[config.mk]
export PLATFORM = sky130hd
export DESIGN_NAME = bp_be_circular_queue_ctrl
export DESIGN_NICKNAME = d
export VERILOG_FILES = /design/src/rtl/bp_be_circular_queue_ctrl_pkg.sv /design/src/rtl/bp_be_circular_ptr_retreat.sv /design/src/rtl/bp_be_circular_queue_ctrl.sv
export SDC_FILE = /design/constraint.sdc
export NUM_CORES = 1
export LEC_CHECK = 0
export CORE_UTILIZATION = 45
export CTS_BUF_LIST = sky130_fd_sc_hd__clkbuf_4
export CTS_CLUSTER_DIAMETER = 50
export CTS_CLUSTER_SIZE = 14
export DETAILED_ROUTE_END_ITERATION = 8
export GPL_TIMING_DRIVEN = 0
export HOLD_SLACK_MARGIN = 0.1
export PLACE_DENSITY = 0.78
export SYNTH_ARGS = -nofsm -noshare
export SYNTH_HDL_FRONTEND = slang
export SYNTH_SLANG_ARGS = --single-unit
[constraint.sdc]
create_clock -name clk_i -period 5.15 [get_ports clk_i]
set_clock_uncertainty 0.2 [all_clocks]
set_input_delay 0.7725 -clock clk_i [delete_from_list [all_inputs] [get_ports clk_i]]
set_output_delay 0.7725 -clock clk_i [all_outputs]
set_load 0.02 [all_outputs]
[src/rtl/bp_be_circular_queue_ctrl_pkg.sv]
// Shared helpers for the BE checker circular queue controller.
// Widths are derived here so the top and the retreat sub-module agree.
package bp_be_circular_queue_ctrl_pkg;

    // A single-entry buffer still needs a one-bit pointer, unlike plain $clog2.
    function automatic int safe_clog2(input int n);
        return (n <= 1) ? 1 : $clog2(n);
    endfunction

endpackage

[src/rtl/bp_be_circular_ptr_retreat.sv]
// Wrap-decrement of a circular-buffer pointer by up to slots_p entries.
// Works for non-power-of-two depths without a modulo or divide.
module bp_be_circular_ptr_retreat
    import bp_be_circular_queue_ctrl_pkg::*;
#(
    parameter int slots_p = 8,
    localparam int ptr_width_lp = safe_clog2(slots_p),
    localparam int cnt_width_lp = $clog2(slots_p + 1)
)
(
    input  logic [ptr_width_lp-1:0] ptr_i,
    input  logic [cnt_width_lp-1:0] n_i,
    output logic [ptr_width_lp-1:0] ptr_o
);

    // One extra bit so the top bit of the difference is a clean borrow.
    localparam int ext_width_lp = cnt_width_lp + 1;

    logic [ext_width_lp-1:0] ptr_ext;
    logic [ext_width_lp-1:0] n_ext;
    logic [ext_width_lp-1:0] diff;
    logic [ext_width_lp-1:0] diff_wrap;
    logic                    borrow;

    always_comb begin
        ptr_ext   = ext_width_lp'(ptr_i);
        n_ext     = ext_width_lp'(n_i);
        diff      = ptr_ext - n_ext;
        diff_wrap = diff + ext_width_lp'(slots_p);
        borrow    = diff[ext_width_lp-1];
        ptr_o     = borrow ? ptr_width_lp'(diff_wrap) : ptr_width_lp'(diff);
    end

endmodule

[src/rtl/bp_be_circular_queue_ctrl.sv]
// Pointer/occupancy controller for a circular buffer with multi-entry
// enqueue/dequeue per cycle and write-pointer rollback on squash.
module bp_be_circular_queue_ctrl
    import bp_be_circular_queue_ctrl_pkg::*;
#(
    parameter int slots_p   = 8,
    parameter int max_enq_p = 2,
    parameter int max_deq_p = 2,
    localparam int ptr_width_lp = safe_clog2(slots_p),
    localparam int cnt_width_lp = $clog2(slots_p + 1),
    localparam int enq_width_lp = $clog2(max_enq_p + 1),
    localparam int deq_width_lp = $clog2(max_deq_p + 1)
)
(
    input  logic                    clk_i,
    input  logic                    reset_i,
    input  logic [enq_width_lp-1:0] enq_cnt_i,
    input  logic [deq_width_lp-1:0] deq_cnt_i,
    input  logic                    roll_v_i,
    input  logic [cnt_width_lp-1:0] roll_cnt_i,
    output logic [ptr_width_lp-1:0] wptr_o,
    output logic [ptr_width_lp-1:0] rptr_o,
    output logic [ptr_width_lp-1:0] rptr_p1_o,
    output logic [cnt_width_lp-1:0] count_o,
    output logic [cnt_width_lp-1:0] free_o,
    output logic                    full_o,
    output logic                    empty_o,
    output logic                    overflow_o,
    output logic                    underflow_o
);

    localparam int ext_width_lp = cnt_width_lp + 1;
    localparam logic [ext_width_lp-1:0] slots_ext_lp = ext_width_lp'(slots_p);

    logic [ptr_width_lp-1:0] wptr_r, wptr_n;
    logic [ptr_width_lp-1:0] rptr_r, rptr_n;
    logic [cnt_width_lp-1:0] count_r, count_n;
    logic                    overflow_r, overflow_n;
    logic                    underflow_r, underflow_n;

    logic                    enq_legal, deq_legal, roll_legal;
    logic [cnt_width_lp-1:0] enq_amt, deq_amt, roll_amt;
    logic [cnt_width_lp-1:0] free;

    logic [ext_width_lp-1:0] wptr_sum, wptr_sum_wrap;
    logic [ext_width_lp-1:0] rptr_sum, rptr_sum_wrap;
    logic [ext_width_lp-1:0] rptr_p1_sum, rptr_p1_sum_wrap;
    logic [ptr_width_lp-1:0] wptr_adv, rptr_adv, rptr_p1;
    logic [ptr_width_lp-1:0] wptr_retreat;

    assign free = cnt_width_lp'(slots_p) - count_r;

    // Legality looks only at registered occupancy: a same-cycle dequeue
    // never makes room for an enqueue, and a rollback may only discard
    // entries that survive the legal dequeue.
    always_comb begin
        deq_legal  = 32'(deq_cnt_i) <= 32'(count_r);
        deq_amt    = deq_legal ? cnt_width_lp'(deq_cnt_i) : '0;
        enq_legal  = 32'(enq_cnt_i) <= 32'(free);
        roll_legal = (32'(roll_cnt_i) + 32'(deq_amt)) <= 32'(count_r);
        enq_amt    = (!roll_v_i && enq_legal) ? cnt_width_lp'(enq_cnt_i) : '0;
        roll_amt   = (roll_v_i && roll_legal) ? roll_cnt_i : '0;
    end

    // Advance form: both candidate sums are formed in parallel and the
    // in-range one is chosen; applied amounts never exceed slots_p.
    always_comb begin
        wptr_sum         = ext_width_lp'(wptr_r) + ext_width_lp'(enq_amt);
        wptr_sum_wrap    = wptr_sum - slots_ext_lp;
        wptr_adv         = (wptr_sum >= slots_ext_lp) ? ptr_width_lp'(wptr_sum_wrap)
                                                      : ptr_width_lp'(wptr_sum);

        rptr_sum         = ext_width_lp'(rptr_r) + ext_width_lp'(deq_amt);
        rptr_sum_wrap    = rptr_sum - slots_ext_lp;
        rptr_adv         = (rptr_sum >= slots_ext_lp) ? ptr_width_lp'(rptr_sum_wrap)
                                                      : ptr_width_lp'(rptr_sum);

        rptr_p1_sum      = ext_width_lp'(rptr_r) + ext_width_lp'(1);
        rptr_p1_sum_wrap = rptr_p1_sum - slots_ext_lp;
        rptr_p1          = (rptr_p1_sum >= slots_ext_lp) ? ptr_width_lp'(rptr_p1_sum_wrap)
                                                         : ptr_width_lp'(rptr_p1_sum);
    end

    bp_be_circular_ptr_retreat #(
        .slots_p (slots_p)
    ) wptr_retreat_inst (
        .ptr_i (wptr_r),
        .n_i   (roll_amt),
        .ptr_o (wptr_retreat)
    );

    // Next-state selection; a squash owns the write pointer that cycle.
    always_comb begin
        wptr_n      = wptr_r;
        rptr_n      = rptr_adv;
        count_n     = count_r + enq_amt - deq_amt - roll_amt;
        overflow_n  = overflow_r;
        underflow_n = underflow_r;

        if (roll_v_i) begin
            wptr_n = wptr_retreat;
            if (!roll_legal)
                underflow_n = 1'b1;
        end else begin
            wptr_n = wptr_adv;
            if (!enq_legal)
                overflow_n = 1'b1;
        end

        if (!deq_legal)
            underflow_n = 1'b1;
    end

    always_ff @(posedge clk_i) begin
        if (reset_i) begin
            wptr_r      <= '0;
            rptr_r      <= '0;
            count_r     <= '0;
            overflow_r  <= 1'b0;
            underflow_r <= 1'b0;
        end else begin
            wptr_r      <= wptr_n;
            rptr_r      <= rptr_n;
            count_r     <= count_n;
            overflow_r  <= overflow_n;
            underflow_r <= underflow_n;
        end
    end

    always_ff @(posedge clk_i) begin
        if (!reset_i) begin
            assert (32'(count_r) <= slots_p);
            assert (32'(wptr_r) < slots_p);
            assert (32'(rptr_r) < slots_p);
        end
    end

    assign wptr_o      = wptr_r;
    assign rptr_o      = rptr_r;
    assign rptr_p1_o   = rptr_p1;
    assign count_o     = count_r;
    assign free_o      = free;
    assign full_o      = (count_r == cnt_width_lp'(slots_p));
    assign empty_o     = (count_r == '0);
    assign overflow_o  = overflow_r;
    assign underflow_o = underflow_r;

endmodule

==> run_results.csv <==
group,metric,value,unit
timing,max_slew_margin,67.4,%
critical_path,max_stage_delay,0.51,ns
clocking,cts_hold_buffers,0,
critical_path,cp_common_cell,"ha_4",
layout,nets,212,
drt,vias_per_cell,4.91,
floorplanning,io_pins,32,
placed_design,dpl.cell_count,186,
grt,grt_pass1_wl,4.57,mm
drt,drtAntennaViolNets,0,
grt,grt.overflow.total,0,
grt,antenna_found_initial,0,
drt,drc,0,
drt,dr_total_vias,992,
logic_synthesis,syn_nets,164,
clocking,clk_path_buf_depth,2,
critical_path,cp-end-kind,"flop",
logic_synthesis,ys_types,30,
logic_synthesis,synth_area,0.00117,mm²
critical_path,cp-start-kind,"input port",
clocking,clkSinkCount,12,
layout,seqCellArea,243,µm²
power,p_per_area,778,mW/mm²
placed_design,numPortBuffers,31,
layout,stdcell_count,202,
clocking,cts_buffers,3,
clocking,cts-htree-levels,1,
timing,slew_violations,0,
floorplanning,die_h,52.9,µm
drt,avgRoutedWirePerCell,13.6,µm
placed_design,place_congestion,0.835,
logic_synthesis,yosysSeqAreaShare,20.6,%
power,combPwrFrac,82.3,%
floorplanning,dieArea,0.00280,mm²
layout,diodes,0,
layout,finalInstanceArea,0.00178,mm²
placed_design,postPlaceCellArea,0.00159,mm²
drt,drt_iter0_markers,22,
critical_path,worstPathRequired,5.10,ns
min_path,hp-class,"flop to flop",
critical_path,cp_max_fo,3,
drt,wl,2.74,mm
timing,worst_slew_pin_slew,0.489,ns
layout,final_common_cell,"clkdlybuf4s50_1",
power,cellLeakagePower,0.780,nW
critical_path,crit_arrival,5.32,ns
floorplanning,rows,18,
power,p_sw,0.628,mW
placed_design,hpwl,2.08,mm
clocking,clk_pin_slew,0.08,ns
floorplanning,coreArea,0.00245,mm²
grt,grt_usage,23.0,%
timing,period_needed,5.37,ns
floorplanning,start_util,47.5,%
critical_path,path_cells,"buf_2 > ha_4 > nor2b_1 > o21ai_2 > and2_4 > ha_4 > fa_2 > xor2_2 > ha_1 > nand3_2 > or3_4 > a22oi_4 > nor2_4 > and2_4 > fa_2 > fa_1 > inv_2 > ha_4 > a21o_1 > a21oi_2 > xnor2_1 > xnor2_1 > nor2_1",
timing,rsz0062_at_grt,"yes",
logic_synthesis,ys_seq_elements,12,
timing,timing.final.ws_setup,-0.215,ns
layout,final_util,72.6,%
logic_synthesis,synth_area_per_cell,9.33,µm²
logic_synthesis,synthCells,125,
outcome,outcome,"complete, but fails checks",
layout,nFillCells,169,
floorplanning,dieWidth,52.9,µm
layout,multi_input_area,987,µm²
critical_path,slowest_stage,"fa_1",
outcome,violations,"negative setup slack",
power,swShare,45.2,%
timing,fin_crit_sh,104,%
layout,drive_gt1_share,29.7,%
power,power_frac_clock,4.4,%
timing,finalHoldWorstSlack,0.286,ns
flow_run,drv_cap,0,
layout,layout_common_cells,"29 x clkdlybuf4s50_1, 15 x inv_1, 15 x ha_1",
logic_synthesis,yosysWarningCount,0,
clocking,clock-root-buffer,"clkbuf_4",
timing,clock.fmax,186,MHz
timing,hold_viol,0,
grt,grt_max_degree,11,
clocking,clk_latency,0.27,ns
drt,firstDrtPassIters,4,
power,cell_internal_pwr,0.760,mW
grt,grt_pass1_vias,994,
layout,area_growth,52.9,%
power,p_seq_share,13.3,%
clocking,cts_tree,"built",
timing,setup_violations,3,
critical_path,critPathKind,"input port to flop",
power,max-vdd-ir-drop,0.531,mV
==> worst paths after layout <==
| kind | startpoint | end | slack (ns) | cells past startpoint |
|---|---|---|---|---|
| worst max register to register | count_o[1] | count_o[3] | -0.08 | 23 |
| worst min register to register | underflow_o | underflow_o | 0.29 | 2 |
| worst max-delay path | deq_cnt_i[1] | count_o[3] | -0.22 | 23 |
| worst min-delay path | underflow_o | underflow_o | 0.29 | 2 |
==> registers in the layout (all words and copies together), names as in the netlist <==
register     count
wptr_o           3
count_o          4
overflow_o       1
rptr_o           3
underflow_o      1
==> kinds of logic after synthesis <==
logic type | synth area share [%]
flip-flops | 20.6
adder cells (fa/ha/maj) | 34.5
AO/OA/AOI/OAI | 11.7
multiplexers | 1.29
buffers and inverters | 7.40
AND/OR/NAND/NOR | 15.5
XOR/XNOR | 9.01
==> power groups by stage <==
stage | Sequential [mW] | Combinational (mW) | Clock [mW]
final | 0.185 | 1.14 | 0.0612
after global placement | 0.179 | 0.946 | 0
after global routing | 0.191 | 1.25 | 0.0707
after CTS | 0.180 | 1.06 | 0.0649
after detailed placement | 0.182 | 0.974 | 0
after floorplan | 0.221 | 0.644 | 0
==> stage by stage <==
| stage | power [mW] | worst slack, ns | setup TNS [ns] |
|---|---|---|---|
| 6_report | 1.39 | -0.215 | -0.554 |
| 5_1_grt | 1.52 | -0.376 | -0.948 |
| 4_1_cts | 1.30 | -0.221 | -0.469 |
| 3_5_place_dp | 1.16 | -1.04 | -3.96 |
| 3_3_place_gp | 1.12 | -0.991 | -3.78 |
| 2_1_floorplan | 0.865 | -0.192 | -0.464 |
==> synthesized netlist by cell type <==
cell | count | area, µm²
nand2_1 | 5 | 18.8
a22oi_4 | 1 | 21.3
inv_1 | 20 | 75.1
a211oi_1 | 1 | 7.51
a41oi_1 | 1 | 8.76
a22o_1 | 1 | 8.76
or3_4 | 1 | 11.3
xnor2_1 | 10 | 87.6
and3_4 | 1 | 11.3
and3_1 | 2 | 12.5
fa_1 | 7 | 140
clkbuf_1 | 1 | 3.75
nor2_1 | 10 | 37.5
dfxtp_1 | 12 | 240
xor2_1 | 2 | 17.5
a31oi_1 | 1 | 6.26
a22oi_1 | 1 | 7.51
o21ai_0 | 1 | 5.00
mux2_4 | 1 | 15.0
buf_4 | 1 | 7.51
o22ai_1 | 1 | 6.26
a21o_1 | 3 | 22.5
nor2b_1 | 7 | 43.8
nor3_1 | 2 | 10.0
and2_1 | 4 | 25.0
nand3_1 | 2 | 10.0
a21oi_1 | 3 | 15.0
a2111oi_2 | 1 | 15.0
ha_1 | 21 | 263
a211oi_2 | 1 | 12.5
==> layer usage <==
metal	part of all wire, %	track usage, %	up-vias
met1	44	29.1	457
met4	0.80	4.39	0
met3	3.9	6.03	2
met5	0	0	-
met2	51	39.2	25
li1	-	-	508
==> repair_timing <==
action / 4_1_cts / 5_1_grt
setup endpoints to repair: 4 / 3
setup buffers: 8 / 4
gates resized for setup: 15 / 12
pin swaps: 16 / 12
==> critical path, delay by kind of cell <==
family | cells | cell delay (ns)
AO/OA/AOI/OAI | 4 | 0.62
AND/OR/NAND/NOR | 7 | 1.06
buffers and inverters | 2 | 0.17
XOR/XNOR | 3 | 0.45
adder cells (fa/ha/maj) | 7 | 2.25
==> cell type report <==
cell class | instances | share of cell area, %
clock buffer | 3 | 1.26
timing repair buffer | 43 | 22.5
tap | 30 | 2.11
sequential | 12 | 13.6
inverter | 20 | 4.35
clock inverter | 1 | 0.211
multi-input combinational | 91 | 55.4
buffer | 2 | 0.632
(Power assumes the default switching activity.)
